$ cat src/rtl/fix_fifo_arb_pkg.sv
// Shared types and the round-robin pick helper for the FIX FIFO write arbiter
// and any other scheduler that needs rotate-priority selection.
package fix_fifo_arb_pkg;

    typedef enum logic {
        IDLE = 1'b0,
        XFER = 1'b1
    } state_t;

    localparam int MAX_REQ = 8;
    localparam int IDX_W   = $clog2(MAX_REQ);

    typedef struct packed {
        logic             found;
        logic [IDX_W-1:0] idx;
    } rr_pick_t;

    // Scan from last+1 upward with wrap over the first n lanes; nearest set bit wins.
    function automatic rr_pick_t rr_pick(input logic [MAX_REQ-1:0] req,
                                         input logic [IDX_W-1:0]   last,
                                         input int                 n);
        rr_pick_t r;
        int       p;
        r = '0;
        for (int k = MAX_REQ; k >= 1; k--) begin
            if (k <= n) begin
                p = (int'(last) + k) % n;
                if (req[p[IDX_W-1:0]]) begin
                    r.found = 1'b1;
                    r.idx   = p[IDX_W-1:0];
                end
            end
        end
        return r;
    endfunction

endpackage

$ cat src/rtl/fix_fifo_wr_arbiter_rr_picker.sv
// Combinational rotate-priority encoder: returns the first requesting lane after
// the previous winner, wrapping around.
module fix_fifo_wr_arbiter_rr_picker
    import fix_fifo_arb_pkg::*;
#(
    parameter int N = 4
) (
    input  logic [N-1:0]         req_i,
    input  logic [$clog2(N)-1:0] last_i,
    output logic [$clog2(N)-1:0] idx_o,
    output logic                 found_o
);

    localparam int LW = $clog2(N);

    logic [MAX_REQ-1:0] w_req;
    logic [IDX_W-1:0]   w_last;
    rr_pick_t           w_pick;

    assign w_req   = MAX_REQ'(req_i);
    assign w_last  = IDX_W'(last_i);
    assign w_pick  = rr_pick(w_req, w_last, N);
    assign idx_o   = LW'(w_pick.idx);
    assign found_o = w_pick.found;

endmodule

$ cat src/rtl/fix_fifo_wr_arbiter.sv
// Per-message round-robin arbiter sharing the message FIFO write port between
// FIX producer lanes, with FIFO backpressure and a dead-producer watchdog.
module fix_fifo_wr_arbiter
    import fix_fifo_arb_pkg::*;
#(
    parameter int NUM_REQ        = 4,
    parameter int DATA_WIDTH     = 32,
    parameter int TIMEOUT_CYCLES = 64
) (
    input  logic                          clk,
    input  logic                          rst,
    input  logic [NUM_REQ-1:0]            req_valid_i,
    input  logic [NUM_REQ*DATA_WIDTH-1:0] req_data_i,
    input  logic [NUM_REQ-1:0]            req_last_i,
    output logic [NUM_REQ-1:0]            req_ready_o,
    input  logic                          full_i,
    output logic                          wr_cs_o,
    output logic                          wr_en_o,
    output logic [DATA_WIDTH-1:0]         data_o,
    output logic [NUM_REQ-1:0]            grant_o,
    output logic                          busy_o,
    output logic                          timeout_o,
    output logic [$clog2(NUM_REQ)-1:0]    timeout_id_o
);

    localparam int LW = $clog2(NUM_REQ);
    localparam int CW = $clog2(TIMEOUT_CYCLES + 1);

    state_t          r_state;
    logic [LW-1:0]   r_owner;
    logic [LW-1:0]   r_rr_last;
    logic [LW-1:0]   r_timeout_id;
    logic [CW-1:0]   r_idle_cnt;
    logic            r_timeout;

    logic [LW-1:0]         w_pick_idx;
    logic                  w_pick_found;
    logic                  w_xfer;
    logic                  w_owner_valid;
    logic                  w_owner_last;
    logic                  w_accept;
    logic                  w_stall_tick;
    logic                  w_abort;
    logic [NUM_REQ-1:0]    w_onehot;
    logic [DATA_WIDTH-1:0] w_lane_data;

    fix_fifo_wr_arbiter_rr_picker #(
        .N (NUM_REQ)
    ) u_picker (
        .req_i   (req_valid_i),
        .last_i  (r_rr_last),
        .idx_o   (w_pick_idx),
        .found_o (w_pick_found)
    );

    assign w_xfer        = (r_state == XFER);
    assign w_owner_valid = req_valid_i[r_owner];
    assign w_owner_last  = req_last_i[r_owner];
    assign w_accept      = w_xfer & w_owner_valid & ~full_i;
    assign w_onehot      = NUM_REQ'(1) << r_owner;

    // FIFO-full cycles are not owner idleness, so they never feed the watchdog.
    assign w_stall_tick  = w_xfer & ~w_owner_valid & ~full_i;
    assign w_abort       = w_stall_tick & (r_idle_cnt >= CW'(TIMEOUT_CYCLES - 1));

    always_comb begin
        w_lane_data = '0;
        for (int i = 0; i < NUM_REQ; i++) begin
            if (r_owner == LW'(i)) begin
                w_lane_data = req_data_i[i*DATA_WIDTH +: DATA_WIDTH];
            end
        end
    end

    assign wr_en_o      = w_accept;
    assign wr_cs_o      = w_accept;
    assign data_o       = w_xfer ? w_lane_data : '0;
    assign grant_o      = w_xfer ? w_onehot : '0;
    assign req_ready_o  = (w_xfer & ~full_i) ? w_onehot : '0;
    assign busy_o       = w_xfer;
    assign timeout_o    = r_timeout;
    assign timeout_id_o = r_timeout_id;

    always_ff @(posedge clk or negedge rst) begin
        if (!rst) begin
            r_state      <= IDLE;
            r_owner      <= '0;
            r_rr_last    <= LW'(NUM_REQ - 1);
            r_idle_cnt   <= '0;
            r_timeout    <= 1'b0;
            r_timeout_id <= '0;
        end else begin
            r_timeout <= 1'b0;
            case (r_state)
                IDLE: begin
                    r_idle_cnt <= '0;
                    if (w_pick_found) begin
                        r_owner <= w_pick_idx;
                        r_state <= XFER;
                    end
                end
                XFER: begin
                    if (w_accept) begin
                        r_idle_cnt <= '0;
                        if (w_owner_last) begin
                            r_rr_last <= r_owner;
                            r_state   <= IDLE;
                        end
                    end else if (w_abort) begin
                        // Dead producer loses the port and its turn; any late tail is a new message.
                        r_timeout    <= 1'b1;
                        r_timeout_id <= r_owner;
                        r_rr_last    <= r_owner;
                        r_idle_cnt   <= '0;
                        r_state      <= IDLE;
                    end else if (w_stall_tick && (r_idle_cnt != '1)) begin
                        r_idle_cnt <= r_idle_cnt + 1'b1;
                    end
                end
                default: r_state <= IDLE;
            endcase
        end
    end

endmodule

$ cat config.mk
export PLATFORM = sky130hd
export DESIGN_NAME = fix_fifo_wr_arbiter
export DESIGN_NICKNAME = d
export VERILOG_FILES = /design/src/rtl/fix_fifo_arb_pkg.sv /design/src/rtl/fix_fifo_wr_arbiter_rr_picker.sv /design/src/rtl/fix_fifo_wr_arbiter.sv
export SDC_FILE = /design/constraint.sdc
export NUM_CORES = 1
export LEC_CHECK = 0
export BUFFER_PORTS_ARGS = -buffer_cell sky130_fd_sc_hd__buf_2
export CAP_MARGIN = 0
export CORE_MARGIN = 2
export CORE_UTILIZATION = 40
export CTS_CLUSTER_SIZE = 25
export DETAILED_ROUTE_END_ITERATION = 8
export PLACE_DENSITY = 0.9
export RECOVER_POWER = 100
export SETUP_SLACK_MARGIN = 0.3
export SYNTH_ARGS = -nofsm -noshare
export SYNTH_HDL_FRONTEND = slang
export SYNTH_SLANG_ARGS = --single-unit
export TNS_END_PERCENT = 20
$ cat constraint.sdc
create_clock -name clk -period 2.8 [get_ports clk]
set_input_delay 0.42 -clock clk [delete_from_list [all_inputs] [get_ports clk]]
set_output_delay 0.42 -clock clk [all_outputs]
set_load 0.02 [all_outputs]
# Word-level counts from Yosys, hierarchy flattened
# Index checks and enable logic that the tools add are counted.
# word_totals
elab_cells,86
output_inout_bits,46
regBits,15
# classes
bitwise,14
n_addsub,5
order_cmp,6
shifts,1
n_reduce_logical,10
eq_ne,6
muxes,38
# ops
op,count
32-bit 2-to-1 mux,5
4-bit 2-to-1 mux,6
7-bit 2-to-1 mux,3
"3-bit by 4-bit less-than comparator with 1-bit output, second input constant",4
7-bit case mux with 2 select lines,1
1-bit 2-to-1 mux,13
1-bit binary-select mux with 3-bit select,4
2-bit OR reduction,4
"7-bit by 1-bit adder with 7-bit output, second input constant",1
"7-bit by 6-bit >= comparator with 1-bit output, second input constant",1
"7-bit != test, second input constant",1
1-bit AND,6
2-bit 2-to-1 mux,3
3-bit AND reduction,2
"2-bit by 1-bit adder with 2-bit output, second input constant",2
"2-bit adder, second input constant",2
"1-bit AND, first input constant",4
1-bit binary-select mux with 2-bit select,2
"2-bit equality test, second input constant",2
"4-bit by 2-bit != test with 1-bit output, second input constant",1
1-bit inverter,4
"1-bit by 2-bit << shifter with 4-bit output, first input constant",1
"2-bit by 3-bit less-than comparator with 1-bit output, second input constant",1
"2-bit by 1-bit equality test with 1-bit output, second input constant",1
other kinds (6),6

# Depth between registers and ports, before layout
# depth
word_depth,11
ltp_mapped,5

# Modules after synthesis
# Synthesis repeated with hierarchy kept, for this count alone.
# unflattened
hier_cells,169
hier_area_um2,1870.5
# modules_own_cells
mod,seq_area_each_um2,area_each_um2,instances,cells_per_inst
fix_fifo_wr_arbiter,377.9,1791.7,1,155
fix_fifo_wr_arbiter_rr_picker,0.0,78.8,1,14

# Least setup slack after synthesis
# Ideal clock, no wire load.
# synth_timing
path_kind,register to output
from,register r_owner[0]
to,output req_ready_o[3]
t_required_ns,2.380
path_stages_with_launch,6
setup_slack_ns,0.672
t_arrival_ns,1.708
path_cell_list,dfrtp_1 buf_6 buf_2 clkbuf_1 and3_1 nor2b_1
# synth_between
elab_chain_cells,2
# synth_rtl
element,line,text
"start, declared",fix_fifo_wr_arbiter.sv:30,logic [LW-1:0] r_owner;
"start signal, assigned",fix_fifo_wr_arbiter.sv:98,r_owner <= w_pick_idx;
1-bit by 2-bit << shifter with 4-bit output,fix_fifo_wr_arbiter.sv:60,assign w_onehot = NUM_REQ'(1) << r_owner;
4-bit 2-to-1 mux,fix_fifo_wr_arbiter.sv:79,assign req_ready_o = (w_xfer & ~full_i) ? w_onehot : '0;
"end, declared",fix_fifo_wr_arbiter.sv:15,"output logic [NUM_REQ-1:0] req_ready_o,"
# No other way between the ends.

# Worst setup path after layout
# layout_timing
from,"register r_state, in the netlist busy_o"
to,output data_o[6]
# layout_between
elab_chain_cells,1
# layout_rtl
element,line,text
"start, declared",fix_fifo_wr_arbiter.sv:29,state_t r_state;
"start signal, assigned",fix_fifo_wr_arbiter.sv:86,r_state <= IDLE;
"start signal, assigned",fix_fifo_wr_arbiter.sv:99,r_state <= XFER;
"start signal, assigned",fix_fifo_wr_arbiter.sv:107,r_state <= IDLE;
32-bit 2-to-1 mux,fix_fifo_wr_arbiter.sv:77,assign data_o = w_xfer ? w_lane_data : '0;
"end, declared",fix_fifo_wr_arbiter.sv:19,"output logic [DATA_WIDTH-1:0] data_o,"
# No other way between the ends.

==> impl_metrics.json <==
{
  "ctsLongestPathBuffers": 2,
  "start_kind": "register",
  "synthesis.instances": 169,
  "h-tree-depth": 1,
  "dr.pass1.iters": 4,
  "seq_power_share": 0.165,
  "criticalPathCategory": "reg2out",
  "drv_slew": 0,
  "fin_nets": 489,
  "finClkSkew_ns": 0.00245,
  "ant_nets": 0,
  "worstMarginPinSlew_ns": 0.816,
  "finalSetupTns_ns": 0,
  "antenna_found_initial": 1,
  "cp_max_fo": 22,
  "p_int_uw": 1350,
  "yosysSeqAreaShare": 0.202,
  "grt_pass1_wl_um": 10200,
  "cap_violations": 0,
  "placed_area_mm2": 0.00282,
  "drt_iter0_drc": 49,
  "p_switching_uw": 1310,
  "drt-total-wl_um": 7050,
  "path_common_cell": "clkbuf_1",
  "r2r_end": "r_rr_last[1]",
  "utilization": 0.646,
  "fmax_mhz": 405,
  "ys_types": 37,
  "drc": 0,
  "hold_class": "in2async",
  "r2r-start": "r_owner[0]",
  "vias": 2201,
  "wire_per_inst_um": 17.6,
  "slew_headroom": 0.456,
  "grt-ovfl-total": 0,
  "multi_input_area_mm2": 0.00139,
  "avgSynthCellArea_um2": 11.0,
  "critPathTopFamily": "buffers and inverters",
  "seq_area_um2": 383,
  "syn-cell-area_mm2": 0.00187,
  "die_w_um": 72.3,
  "core_mm2": 0.00441,
  "gp_congestion": 0.833,
  "p_comb_frac": 0.769,
  "cellPowerDensity_mw_per_mm2": 931,
  "setup_viol": 0,
  "hold_viol_final": 0,
  "async_reset_ff_frac": 1.00,
  "worstPathArrival_ns": 2.05,
  "min_period_ns": 2.47,
  "clk_pin_slew_ns": 0.06,
  "grt_use_total": 0.254,
  "status": "finished, final reports clean",
  "yosys_register_bits": 15,
  "startpoint": "busy_o",
  "synth_edf_count": 0,
  "cp_slowest_cell": "dfrtp_1",
  "p_clk_frac": 0.066,
  "routed_via_density": 5.49,
  "root_buffer": "clkbuf_8",
  "cts_tree": "done",
  "endpoint": "data_o[6]",
  "final.period_utilization": 0.882,
  "hpwl_um": 5910,
  "path_buf_inv": 2,
  "io_buffers": 184,
  "rows": 24,
  "worst-path-stages": 3,
  "cp.required_ns": 2.38,
  "critical_path.max_stage_delay_ns": 0.71,
  "hold_buffers": 0,
  "peakVddDrop_mv": 0.458,
  "p_sw_frac": 0.493,
  "leakagePower_uw": 0.00138,
  "cts_buffers": 3,
  "dieArea_mm2": 0.00523,
  "layout_setup_ws_ns": 0.331,
  "path_cells": "clkbuf_1 -> and2_1 -> clkbuf_1",
  "nFillCells": 395,
  "die_y_um": 72.3,
  "ff2ff_path_depth": 5,
  "r2r_setup_slack_ns": 0.64,
  "place_ws_ns": 0.562,
  "clkSinkCount": 15,
  "yosys_warnings": 0,
  "clk_latency_ns": 0.25,
  "rsz0062_at_grt": "no",
  "design_area_mm2": 0.00285,
  "grt_max_degree": 30,
  "initial_core_util": 0.423,
  "critPathCaptureType": "output pin",
  "syn_nets": 309,
  "synth_flop_cell": "dfrtp_1",
  "syn_to_final_growth_pct": 52.7,
  "grt_pass1_vias": 2186,
  "layout-drive-gt1-share": 0.598,
  "num_io_pins": 185
}
[cells in the mapped netlist (all sizes together), types with 3 or more instances]
master / number / share of area
buf: 6 / 0.020
clkbuf: 10 / 0.020
inv: 5 / 0.010
nand3: 3 / 0.0080
nor3b: 4 / 0.016
mux2: 5 / 0.030
nand2: 6 / 0.012
mux4: 34 / 0.41
nor2b: 3 / 0.010
and2: 33 / 0.11
nor2: 12 / 0.024
nor3: 6 / 0.019
and3: 3 / 0.010
dfrtp: 13 / 0.17
a21oi: 6 / 0.016
[cell families after synthesis]
logic type | count (synthesis) | synth area share
AND/OR/NAND/NOR | 74 | 0.224
AO/OA/AOI/OAI | 18 | 0.0744
buffers and inverters | 22 | 0.0523
multiplexers | 39 | 0.440
flip-flops | 15 | 0.202
adder cells (fa/ha/maj) | 1 | 0.00670
[power groups by stage]
stage / sequential (µW) / combinational (µW) / clock [µW]
after floorplan: 337 / 1580 / 0
after global placement: 463 / 1990 / 0
after detailed placement: 473 / 2040 / 0
after CTS: 473 / 2040 / 179
after global routing: 459 / 2200 / 190
final: 437 / 2040 / 176
[timing repair]
action / 4_1_cts / 5_1_grt
gates resized for setup: 1 / 1
endpoints found under the setup margin: 1 / 15
setup buffers: 0 / 4
[metrics by stage]
| stage | cells | hold slack, ns | power [µW] |
|---|---|---|---|
| floorplan | 169 | 0.124 | 1910 |
| global placement | 392 | 0.337 | 2460 |
| detailed placement | 392 | 0.343 | 2510 |
| CTS | 396 | 0.0745 | 2690 |
| global route | 401 | 0.300 | 2840 |
| finish | 401 | 0.239 | 2650 |
[routing by layer]
layer	vias up	routed length, µm	track usage
met5	-	0	0
met1	1053	2390	0.303
met4	0	165	0.0818
met2	121	3960	0.462
li1	1011	-	-
met3	16	533	0.0431
[sequential cells by signal, indices dropped and copies added, names as in the netlist]
register and flops:
timeout_o 1, r_rr_last 2, r_idle_cnt 7, busy_o 1, r_owner 2, timeout_id_o 2
[worst register-to-register path: cells and delay by family (launching register included)]
kind,cells,cell delay (ns)
multiplexers,2,0.92
AO/OA/AOI/OAI,1,0.37
flip-flops,1,0.45
AND/OR/NAND/NOR,1,0.16
buffers and inverters,1,0.18
[how the worst min path moves through the flow]
stage / cells after the start / slack, ns / to / start
2_1_floorplan: 0 / 0.12 / busy_o / rst
3_3_place_gp: 1 / 0.34 / r_idle_cnt[1] / rst
3_5_place_dp: 1 / 0.34 / r_idle_cnt[1] / rst
4_1_cts: 1 / 0.07 / r_idle_cnt[1] / rst
5_1_grt: 1 / 0.30 / r_idle_cnt[1] / rst
6_report: 1 / 0.24 / r_idle_cnt[1] / rst
[final cells by class]
type                            instances  area share
Clock inverter                          1     0.00176
Antenna cell                            1    0.000878
Multi-Input combinational cell        132       0.486
Clock buffer                            3      0.0145
Sequential cell                        15       0.134
Inverter                                6     0.00790
Tap cell                               52      0.0228
Timing Repair Buffer                  191       0.331
[cells in the final DEF (no fill, tap or decap), drive strengths merged, types with 3 or more instances in the layout]
master / instances
buf: 162
mux4: 34
and2: 33
clkbuf: 32
dfrtp: 13
nor2: 12
nor3: 6
nand2: 6
a21oi: 6
inv: 5
mux2: 5
nor3b: 4
and3: 3
nor2b: 3
nand3: 3
No activity file was read; power rests on OpenSTA's default activity.
